==> src/rtl/shift_ctrl_pkg.sv <==
// Shared types and helpers for the shift register sequencer.
// State encoding, default divider width and the div==0 -> 1 mapping.
package shift_ctrl_pkg;

  localparam int DIV_W_DEFAULT = 16;

  typedef enum logic [2:0] {
    IDLE,
    LOAD,
    SHIFT_LO,
    SHIFT_HI,
    DONE
  } state_t;

  // A zero divider would give a zero-length low phase; treat it as one cycle.
  function automatic logic [31:0] eff_div(input logic [31:0] d);
    return (d == 32'd0) ? 32'd1 : d;
  endfunction

endpackage

==> src/rtl/shift_bit_timer.sv <==
// Loadable down-counter timing the shift-low phase; expire flags the last low cycle.
// Zero latency from count to expire; no backpressure.
module shift_bit_timer #(
  parameter int DIV_W = 16
) (
  input  logic             clk,
  input  logic             reset_n,
  input  logic             i_load,
  input  logic [DIV_W-1:0] i_period,
  input  logic             i_en,
  output logic             o_expire
);

  localparam logic [DIV_W-1:0] ONE = DIV_W'(1);

  logic [DIV_W-1:0] r_cnt;

  always_ff @(posedge clk or negedge reset_n) begin
    if (!reset_n) begin
      r_cnt <= '0;
    end else if (i_load) begin
      r_cnt <= i_period;
    end else if (i_en && (r_cnt != '0)) begin
      r_cnt <= r_cnt - ONE;
    end
  end

  assign o_expire = i_en && (r_cnt == ONE);

endmodule

==> src/rtl/shift_ctrl.sv <==
// Shift register sequencer: accept word, 1-cycle load, N registered shift strobes every max(div,1)+1 cycles.
// start_ready only in IDLE (requests ignored while busy); optional rx capture under SHIFT_CTRL_CAPTURE_EN.
module shift_ctrl
  import shift_ctrl_pkg::*;
#(
  parameter int N     = 8,
  parameter int DIV_W = DIV_W_DEFAULT
) (
  input  logic             clk,
  input  logic             reset_n,
  input  logic             start_valid,
  output logic             start_ready,
  input  logic [N-1:0]     tx_data,
  input  logic             fill_bit,
  input  logic [DIV_W-1:0] div,
  input  logic             sr_serial_out,
  output logic             sr_load,
  output logic             sr_shift,
  output logic             sr_serial_in,
  output logic [N-1:0]     sr_parallel_in,
  output logic             busy,
  output logic             done,
  output logic [N-1:0]     rx_data
);

  localparam int               CNT_W    = $clog2(N + 1);
  localparam logic [CNT_W-1:0] LAST_BIT = CNT_W'(N - 1);
  localparam logic [CNT_W-1:0] CNT_ONE  = CNT_W'(1);

  state_t           r_state;
  state_t           w_state_nxt;
  logic [CNT_W-1:0] r_bit_cnt;
  logic [DIV_W-1:0] r_period;
  logic [DIV_W-1:0] w_div_eff;
  logic             w_accept;
  logic             w_tmr_load;
  logic             w_tmr_expire;
  logic             r_sr_load;
  logic             r_sr_shift;
  logic             r_sr_serial_in;
  logic [N-1:0]     r_sr_parallel_in;
  logic             r_busy;
  logic             r_done;

  assign w_div_eff   = DIV_W'(eff_div(32'(div)));
  assign start_ready = (r_state == IDLE);
  assign w_accept    = start_valid && (r_state == IDLE);

  shift_bit_timer #(.DIV_W(DIV_W)) u_timer (
    .clk      (clk),
    .reset_n  (reset_n),
    .i_load   (w_tmr_load),
    .i_period (r_period),
    .i_en     (r_state == SHIFT_LO),
    .o_expire (w_tmr_expire)
  );

  always_ff @(posedge clk or negedge reset_n) begin
    if (!reset_n) r_state <= IDLE;
    else          r_state <= w_state_nxt;
  end

  always_comb begin
    w_state_nxt = r_state;
    w_tmr_load  = 1'b0;
    case (r_state)
      IDLE:     if (start_valid) w_state_nxt = LOAD;
      LOAD: begin
        w_state_nxt = SHIFT_LO;
        w_tmr_load  = 1'b1;
      end
      SHIFT_LO: if (w_tmr_expire) w_state_nxt = SHIFT_HI;
      SHIFT_HI: begin
        if (r_bit_cnt == LAST_BIT) begin
          w_state_nxt = DONE;
        end else begin
          w_state_nxt = SHIFT_LO;
          w_tmr_load  = 1'b1;
        end
      end
      DONE:     w_state_nxt = IDLE;
      default:  w_state_nxt = IDLE;
    endcase
  end

  // Strobes are decoded from the next state and registered, so they are glitch-free.
  always_ff @(posedge clk or negedge reset_n) begin
    if (!reset_n) begin
      r_sr_load        <= 1'b0;
      r_sr_shift       <= 1'b0;
      r_done           <= 1'b0;
      r_busy           <= 1'b0;
      r_sr_serial_in   <= 1'b0;
      r_sr_parallel_in <= '0;
      r_period         <= '0;
      r_bit_cnt        <= '0;
    end else begin
      r_sr_load  <= (w_state_nxt == LOAD);
      r_sr_shift <= (w_state_nxt == SHIFT_HI);
      r_done     <= (w_state_nxt == DONE);
      r_busy     <= (w_state_nxt != IDLE);
      if (w_accept) begin
        r_sr_parallel_in <= tx_data;
        r_sr_serial_in   <= fill_bit;
        r_period         <= w_div_eff;
        r_bit_cnt        <= '0;
      end else begin
        if (w_state_nxt == IDLE) r_sr_serial_in <= 1'b0;
        if (r_state == SHIFT_HI) r_bit_cnt <= r_bit_cnt + CNT_ONE;
      end
    end
  end

  assign sr_load        = r_sr_load;
  assign sr_shift       = r_sr_shift;
  assign sr_serial_in   = r_sr_serial_in;
  assign sr_parallel_in = r_sr_parallel_in;
  assign busy           = r_busy;
  assign done           = r_done;

`ifdef SHIFT_CTRL_CAPTURE_EN
  logic [N-1:0] r_rx_data;

  // Sample the MSB in the last low cycle, before the coming strobe moves it.
  always_ff @(posedge clk or negedge reset_n) begin
    if (!reset_n) begin
      r_rx_data <= '0;
    end else if (w_accept) begin
      r_rx_data <= '0;
    end else if ((r_state == SHIFT_LO) && w_tmr_expire) begin
      r_rx_data <= {r_rx_data[N-2:0], sr_serial_out};
    end
  end

  assign rx_data = r_rx_data;
`else
  logic w_unused_serial_out;
  assign w_unused_serial_out = sr_serial_out;
  assign rx_data             = '0;
`endif

endmodule

==> config.mk <==
export PLATFORM = sky130hd
export DESIGN_NAME = shift_ctrl
export DESIGN_NICKNAME = d
export VERILOG_FILES = /design/src/rtl/shift_ctrl_pkg.sv /design/src/rtl/shift_bit_timer.sv /design/src/rtl/shift_ctrl.sv
export SDC_FILE = /design/constraint.sdc
export NUM_CORES = 1
export LEC_CHECK = 0
export CORE_ASPECT_RATIO = 1.5
export CORE_MARGIN = 4
export CORE_UTILIZATION = 46
export CTS_CLUSTER_SIZE = 40
export DETAILED_ROUTE_END_ITERATION = 8
export PLACE_DENSITY = 0.75
export SLEW_MARGIN = 20
export SYNTH_ARGS = -nofsm -noshare
export SYNTH_HDL_FRONTEND = slang
export SYNTH_SLANG_ARGS = --single-unit
==> constraint.sdc <==
create_clock -name clk -period 1.9 [get_ports clk]
set_input_delay 0.19 -clock clk [delete_from_list [all_inputs] [get_ports clk]]
set_output_delay 0.19 -clock clk [all_outputs]
set_load 0.1 [all_outputs]
==> results of run 1 <==
-- worst max-delay path, cell delays in order (launching register included) --
cell,delay [ns]
dfrtp_1,0.39
or3b_4,0.43
or4_1,0.47
or3_1,0.38
a31oi_1,0.16
-- through the flow --
stage | util | total power [mW] | setup WS [ns] | hold slack (ns)
after floorplan | - | 4.05 | 0.00666 | -0.106
after global placement | 0.586 | 4.90 | -0.0216 | 0.197
after detailed placement | 0.586 | 4.98 | -0.0758 | 0.200
after CTS | 0.606 | 5.65 | 0.00134 | 0.410
after global routing | 0.610 | 6.01 | -0.117 | 0.435
final | 0.610 | 5.66 | -0.00514 | 0.393
-- cell type report --
class | count | area (um^2) | area share
flip-flops and latches | 52 | 1300 | 0.391
multi-input cells | 169 | 1190 | 0.357
repair buffers | 71 | 639 | 0.192
clock buffers | 8 | 90.1 | 0.0271
well taps | 70 | 87.6 | 0.0263
inverters | 5 | 18.8 | 0.00564
-- worst min path at each step --
stage,depth (start not counted),endpoint,startpoint
6_report,2,sr_serial_in,reset_n
5_1_grt,2,busy,reset_n
4_1_cts,2,busy,reset_n
3_5_place_dp,1,busy,reset_n
3_3_place_gp,1,sr_serial_in,reset_n
2_1_floorplan,0,busy,reset_n
-- cells by family after synthesis --
logic type      synth area share
mux                        0.106
compound gates             0.118
fa+ha+maj                 0.0196
other cells              0.00147
flops                      0.509
simple gates               0.197
buf+inv                   0.0494
-- layout by cell type, fill, tap and decap left out, types with 3 or more instances in the layout --
master | netlist | final
buf_12 | 0 | 3
or4_1 | 8 | 8
o31ai_1 | 3 | 3
a31oi_1 | 8 | 8
nand3_1 | 10 | 9
nor3_1 | 6 | 5
nand2_1 | 16 | 16
o211ai_1 | 4 | 4
nand4_1 | 3 | 3
nor2_1 | 19 | 18
conb_1 | 1 | 8
dfrtp_1 | 52 | 52
o21ai_0 | 7 | 7
o311ai_0 | 5 | 3
a21oi_1 | 7 | 7
clkbuf_8 | 0 | 6
ha_1 | 4 | 4
nor4_1 | 7 | 6
buf_4 | 8 | 39
clkdlybuf4s50_1 | 0 | 26
mux2_2 | 24 | 24
inv_1 | 5 | 5
or3_1 | 6 | 5
o41ai_1 | 3 | 3
-- registers in the layout, summed over array words and instances (netlist names) --
signal,flops
r_period,16
u_timer.r_cnt,16
sr_parallel_in,8
r_bit_cnt,4
r_state,3
busy,1
done,1
sr_load,1
sr_serial_in,1
sr_shift,1
-- power by group through the flow --
stage	Clock [mW]	Sequential, mW	Combinational (mW)
finish	0.645	1.97	3.04
global route	0.707	2.04	3.27
CTS	0.656	1.96	3.04
detailed placement	0	1.97	3.00
global placement	0	1.95	2.96
floorplan	0	2.73	1.32
-- layer usage --
layer | up-vias | part of all wire | global-route usage
met1 | 1048 | 0.41 | 0.228
met3 | 11 | 0.034 | 0.0316
met4 | 0 | 0.024 | 0.0841
met5 | - | 0 | 0
li1 | 1013 | - | -
met2 | 45 | 0.54 | 0.317
-- repair_timing --
action	in CTS	in global routing
resized for setup	2	5
gates cloned	0	0
pin swaps	1	3
hold buffers	1	0
endpoints found under the setup margin	2	8
endpoints found under the hold margin	21	0
setup buffers	0	1
==> metrics.cfg, run 1 <==
[run_status]
outcome=complete, but fails checks
violations=setup timing

[pwr]
switchingPower_mw=2.60
power_frac_seq=0.349
power_frac_comb=0.538
power.share.clock=0.114
ir_worst_vdd_mv=1.18
p_int_mw=3.06
powerDensity_nw_per_um2=1700
p_leak_nw=1.38
p_sw_frac=0.460

[sta]
skew_ns=0.00372
finalCriticalPeriod_ns=1.91
setup_tns_ns=-0.00538
rsz0062_at_grt=true
slew_headroom=0.648
layout_setup_ws_ns=-0.00514
finalMaxSlewViolations=0
post-route-period-util=1.00
worst_slew_pin_slew_ns=0.528
setup_violations=2
fmax_mhz=525
hold_viol=0

[routing]
avgViaCountPerCell=5.65
wl_um=5820
drcViolationCount=0
detail_route.wl_per_cell_um=15.5
vias=2117
drt_iter0_drc=45
detail-route-antenna-nets=0
dr.pass1.iters=4

[global_routing]
antenna_found_initial=0
grt_pass1_vias=2172
grt.total_usage=0.188
grt_max_degree=32
grt_pass1_wl_um=9940
overflow=0

[yosys]
ys_ff_latch=52
syn_area_per_cell_um2=10.7
yosys.area.top_type=dfrtp_1
synth_edf_count=0
synth_flop_cell=dfrtp_1
async_reset_ff_frac=1.00
synth.distinct_cells=40
netlist_area_um2=2560
synth_top_area_frac=0.509
synthCells=238
yosysMostFrequentCell=dfrtp_1
ys_warn_count=0
synth_area_leaders=dfrtp_1, mux2_2, nor2_1
ys_seq_area_frac=0.509
yosys-top-cells-count=dfrtp_1, mux2_2, nor2_1

[critical_path]
critPathLaunch=r_state[2]
cp-endpoint=u_timer.r_cnt[7]
worstSetupStartpointType=flip-flop
r2r-start=r_state[2]
r2r-end=u_timer.r_cnt[7]
r2r_slack_ns=-0.005
critical_path_class=flip-flop to flip-flop
cp.arrival_ns=2.13
worstPathMaxFanout=4
end_kind=flip-flop
r2r_cells=4
required_ns=2.13

[cells_and_area]
layout-drive-gt1-share=0.275
fillers=488
instances_no_fill=375
area_delta_synth_final_pct=30.0
final_cell_area_um2=3330
antenna_cells=0
fin_nets=337

[place]
portBuffers=41
place_congestion=0.923
placedInstanceArea_um2=3200
placed_cells=365
hpwl_um=4300

[floorplan]
core_um2=5450
num_io_pins=51
die_area_um2=6840
die_x_um=68.9
start_util=0.469
die_h_um=99.3
num_rows=33

[clock_network]
numCtsBuffers=5
ctsHtreeMaxLevel=2
clk_latency_ns=0.30
clk_path_buf_depth=2
cts-root-buf=clkbuf_8
cts.sinks=52
path_clk_slew_ns=0.09
cts_tree=yes

[flow_run]
maxCapViolations=0

[worst_hold_path]
hold_class=input port to async pin

(Power assumes the default switching activity.)
==> inputs of run 2 (changes only) <==
--- a/config.mk
+++ b/config.mk
@@ -5,7 +5,6 @@
 export SDC_FILE = /design/constraint.sdc
 export NUM_CORES = 1
 export LEC_CHECK = 0
-export CORE_ASPECT_RATIO = 1.5
 export CORE_MARGIN = 4
 export CORE_UTILIZATION = 46
 export CTS_CLUSTER_SIZE = 40
==> metrics.cfg, run 2 (same netlist as run 1, synthesis figures left out) <==
[run_status]
outcome=completed

[critical_path]
critical_path_class=flip-flop to flip-flop
r2r_slack_ns=0.04
end_kind=flip-flop
crit_slowest_cell=or3b_4
worstPathMaxFanout=6
cp.arrival_ns=2.09
cpPeakStageDelay_ns=0.44
r2r-start=r_state[0]
cp_cell_sequence=or3b_4 -> or4_4 -> or3_1 -> a31oi_1
r2r_cells=4
required_ns=2.12
crit_buf_inv=0
critPathTopFamily=simple AND/OR/NAND/NOR gates
r2r-end=u_timer.r_cnt[7]
worstSetupStartpointType=flip-flop

[global_routing]
use_met1=0.261
overflow=0
grt_pass1_vias=1928
global_route.usage.met3=0.0347
busiest_layer=met2
grt_pass1_wl_um=9490
grt.total_usage=0.181
grt_use_met2=0.287
antenna_found_initial=0
grt_max_degree=32

[place]
hpwl_um=4300
place_ws_ns=-0.0605
place_congestion=0.881
portBuffers=41

[floorplan]
core_um2=5240
die_h_um=82.6
start_util=0.488
num_rows=26
die_x_um=82.6
die_area_um2=6820
num_io_pins=51

[sta]
rsz0062_at_grt=true
finalCriticalPeriod_ns=1.86
fmax_mhz=537
slew_headroom=0.650
setup_violations=0
worst_slew_pin_slew_ns=0.520
finalMaxSlewViolations=0
layout_setup_ws_ns=0.0361
skew_ns=0.0108
hold_viol=0
post-route-period-util=0.981

[routing]
dr.pass1.iters=4
detail-route-antenna-nets=0
drt_iter0_drc=191
avgViaCountPerCell=5.66
vias=2099
detail_route.wl_per_cell_um=15.7
wl_um=5840
drcViolationCount=0

[clock_network]
clk_path_buf_depth=2
path_clk_slew_ns=0.09
cts_tree=yes
numCtsBuffers=5
cts.sinks=52
clk_latency_ns=0.30
ctsHtreeMaxLevel=2
cts-root-buf=clkbuf_8

[cells_and_area]
mostFrequentLayoutCell=dfrtp_1
final_cell_mix=dfrtp_1, buf_4, clkdlybuf4s50_1
antenna_cells=0
fin_nets=334
layout-drive-gt1-share=0.296
fillers=434
area_delta_synth_final_pct=30.7

[worst_hold_path]
hold_class=input port to async pin

[pwr]
p_total_mw=5.67
p_leak_nw=1.37
powerDensity_nw_per_um2=1700
ir_worst_vdd_mv=1.56

[flow_run]
maxCapViolations=0

==> run 2: changes by cell type in the layout (fill, tap and decap cells not counted), moves of 2 or more <==
cell | before | now
buf_4 | 39 | 36
clkbuf_1 | 2 | 0
o311ai_1 | 2 | 0
o311ai_0 | 3 | 5
dfrtp_2 | 0 | 3
dfrtp_1 | 52 | 49
==> run 2: how the worst max path moves through the flow <==
stage,start,endpoint,slack (ns),cells after the start
final,r_state[0],u_timer.r_cnt[7],0.04,4
after global routing,r_state[0],u_timer.r_cnt[7],-0.01,4
after CTS,r_state[2],u_timer.r_cnt[7],0.004,4
after detailed placement,r_state[2],u_timer.r_cnt[7],-0.06,4
after global placement,start_valid,r_period[2],-0.04,5
after floorplan,r_state[2],u_timer.r_cnt[7],0.007,5
==> run 2: timing repair <==
item,4_1_cts,5_1_grt
buffers inserted,0,4
resized for setup,3,12
endpoints found under the hold margin,21,0
setup endpoints to repair,6,15
cloned,0,1
pin swaps,0,4
hold buffers,1,0
==> run 2: area by class of cell <==
class | instances | area (um^2) | share of cell area
Sequential cell | 52 | 1310 | 0.390
Multi-Input combinational cell | 170 | 1240 | 0.371
Timing Repair Buffer | 67 | 606 | 0.181
Tap cell | 70 | 87.6 | 0.0262
Clock buffer | 5 | 68.8 | 0.0206
Inverter | 5 | 18.8 | 0.00561
Clock inverter | 2 | 16.3 | 0.00487
==> run 2: worst reg2reg max path: stages (launching register included) <==
cell and delay [ns]:
dfrtp_1 0.38, or3b_4 0.44, or4_4 0.43, or3_1 0.36, a31oi_1 0.18
==> run 2: power by group <==
part | internal, mW | total (mW) | leakage, nW | switching (mW)
clock | 0.257 | 0.606 | 0.0406 | 0.349
combinational | 1.15 | 3.03 | 0.707 | 1.88
sequential | 1.61 | 2.04 | 0.620 | 0.425
total | 3.02 | 5.67 | 1.37 | 2.66
==> run 2: through the flow <==
stage               utilization  instances  setup TNS (ns)  instance area [um^2]  hold WS [ns]
floorplan                     -        245               0                  2600        -0.106
global placement          0.600        358          -0.652                  3140         0.186
detailed placement        0.600        358          -0.625                  3140         0.192
CTS                       0.620        366               0                  3250         0.390
global route              0.638        371         -0.0278                  3340         0.411
finish                    0.638        371               0                  3340         0.371
==> run 2: routing by layer <==
layer	up-vias	routed length, um
li1	1011	-
met1	1021	2590
met2	61	2880
met3	6	318
met4	0	49
met5	-	0
==> inputs of run 3 (changes only) <==
--- a/config.mk
+++ b/config.mk
@@ -5,10 +5,12 @@
 export SDC_FILE = /design/constraint.sdc
 export NUM_CORES = 1
 export LEC_CHECK = 0
+export ABC_AREA = 1
 export CORE_MARGIN = 4
-export CORE_UTILIZATION = 46
+export CORE_UTILIZATION = 57
 export CTS_CLUSTER_SIZE = 40
 export DETAILED_ROUTE_END_ITERATION = 8
+export DONT_BUFFER_PORTS = 1
 export PLACE_DENSITY = 0.75
 export SLEW_MARGIN = 20
 export SYNTH_ARGS = -nofsm -noshare
==> metrics.cfg, run 3 <==
[yosys]
ys_ff_latch=52
ys_warn_count=0
synth.distinct_cells=26
synth_flop_cell=dfrtp_1
yosys-top-cells-count=nand2_1, dfrtp_1, inv_1
yosys.area.top_type=dfrtp_1
synthCells=383
synth_top_area_frac=0.464
ys_seq_area_frac=0.464
yosysMostFrequentCell=nand2_1
synth_edf_count=0
synth_area_leaders=dfrtp_1, nand2_1, inv_1
netlist_area_um2=2800
async_reset_ff_frac=1.00
syn_area_per_cell_um2=7.32

[cells_and_area]
mostFrequentLayoutCell=nand2_1
antenna_cells=0
fin_nets=448
instances_no_fill=483
final_cell_mix=nand2_1, dfrtp_1, inv_1
area_delta_synth_final_pct=15.9
layout-drive-gt1-share=0.115

[floorplan]
die_area_um2=6110
core_um2=4750
die_x_um=78.1
die_h_um=78.1
num_io_pins=51
num_rows=25
start_util=0.590

[sta]
fmax_mhz=591
worst_slew_pin_slew_ns=0.525
rsz0062_at_grt=false
setup_violations=0
post-route-period-util=0.891
hold-worst-slack_ns=0.00659
finalCriticalPeriod_ns=1.69
slew_headroom=0.649
finalMaxSlewViolations=0
hold_viol=0
skew_ns=0.00766
setup_tns_ns=0

[pwr]
p_leak_nw=1.68
ir_worst_vdd_mv=1.28
powerDensity_nw_per_um2=1850

[critical_path]
end_kind=flip-flop
cp.arrival_ns=1.90
worstSetupStartpointType=flip-flop
critical_path_class=flip-flop to flip-flop
required_ns=2.11
worstPathMaxFanout=11

[clock_network]
cts.sinks=52
numCtsBuffers=5
cts-root-buf=clkbuf_8
path_clk_slew_ns=0.10
cts_tree=yes
ctsHtreeMaxLevel=2
clk_latency_ns=0.31
clk_path_buf_depth=2

[routing]
drcViolationCount=0
avgViaCountPerCell=5.05
dr.pass1.iters=4
wl_um=6110
detail_route.wl_per_cell_um=12.7
detail-route-antenna-nets=0
vias=2439
drt_iter0_drc=126

[flow_run]
maxCapViolations=0

[global_routing]
grt_pass1_wl_um=10600
grt_pass1_vias=2359
antenna_found_initial=0
grt.total_usage=0.217
overflow=0
grt_max_degree=53

[place]
place_congestion=0.899
portBuffers=0
hpwl_um=4130
placed_cells=456

[worst_hold_path]
hold_class=input port to flip-flop

[run_status]
outcome=completed

-- run 3: cell count changes after synthesis, sizes merged, moves of 6 or more --
cell and delta:
nor4 -8, a31oi -8, nor2 +24, inv +40, nand3 +22, o21ai +24
or3 -6, nand2 +126, or4 -8, mux2 -24
-- run 3: per-layer routing --
metal  vias to the layer above  track usage  part of all wire
li1                       1226            -                 -
met1                      1133        0.286              0.45
met2                        66        0.349              0.48
met3                        14       0.0528             0.057
met4                         0       0.0804             0.020
met5                         -            0                 0
-- run 3: what timing repair did --
item                       in CTS  in global routing
hold endpoints to repair       67                  0
hold buffers                   17                  0
resized for setup               0                  2
setup endpoints to repair       0                  9
setup buffers                   0                  2
-- run 3: stage by stage --
stage	setup slack (ns)	total power, mW	cell area [um^2]	util
after CTS	0.0498	5.98	3230	0.678
after floorplan	0.195	4.52	2830	-
after global routing	0.0727	6.48	3250	0.683
final	0.207	6.00	3250	0.683
after global placement	0.159	5.04	2930	0.616
after detailed placement	0.0968	5.13	2930	0.616
-- run 3: kinds of logic after synthesis --
kind of cell / after synthesis / synth area share
AOI/OAI and AO/OA: 33 / 0.0656
adders and majority gates: 4 / 0.0178
buffers and inverters: 65 / 0.112
other: 1 / 0.00134
xor gates and xnor gates: 1 / 0.00312
and+or+nand+nor: 227 / 0.336
DFF: 52 / 0.464
-- run 3: power by group --
part	switching (mW)	total [mW]	internal [mW]
Clock	0.375	0.773	0.398
Sequential	0.294	1.87	1.58
Combinational	2.44	3.36	0.922
Total	3.11	6.00	2.90
-- run 3: cell type report --
type,instances,area [um^2]
Clock inverter,2,38.8
Clock buffer,6,72.6
Sequential cell,52,1300
Fill cell,406,1510
Inverter,46,181
Multi-Input combinational cell,273,1220
Tap cell,67,83.8
Timing Repair Buffer,37,350
-- run 3: worst paths after layout --
kind,slack (ns),cells after the start,startpoint,to
max,0.21,8,r_bit_cnt[0],u_timer.r_cnt[11]
min,0.007,2,div[12],r_period[12]
max reg2reg,0.21,8,r_bit_cnt[0],u_timer.r_cnt[11]
min reg2reg,0.51,2,r_period[15],r_period[15]
max in group asynchronous,1.28,2,reset_n,u_timer.r_cnt[4]
min in group asynchronous,0.39,2,reset_n,u_timer.r_cnt[6]
-- run 3: worst max-delay path: stages (launching register included) --
cell and delay, ns:
dfrtp_1 0.42, ha_1 0.22, nand4_1 0.21, nand2_4 0.12
buf_4 0.20, nand2_4 0.09, clkinv_2 0.17, nand2_1 0.11
nand2_1 0.06
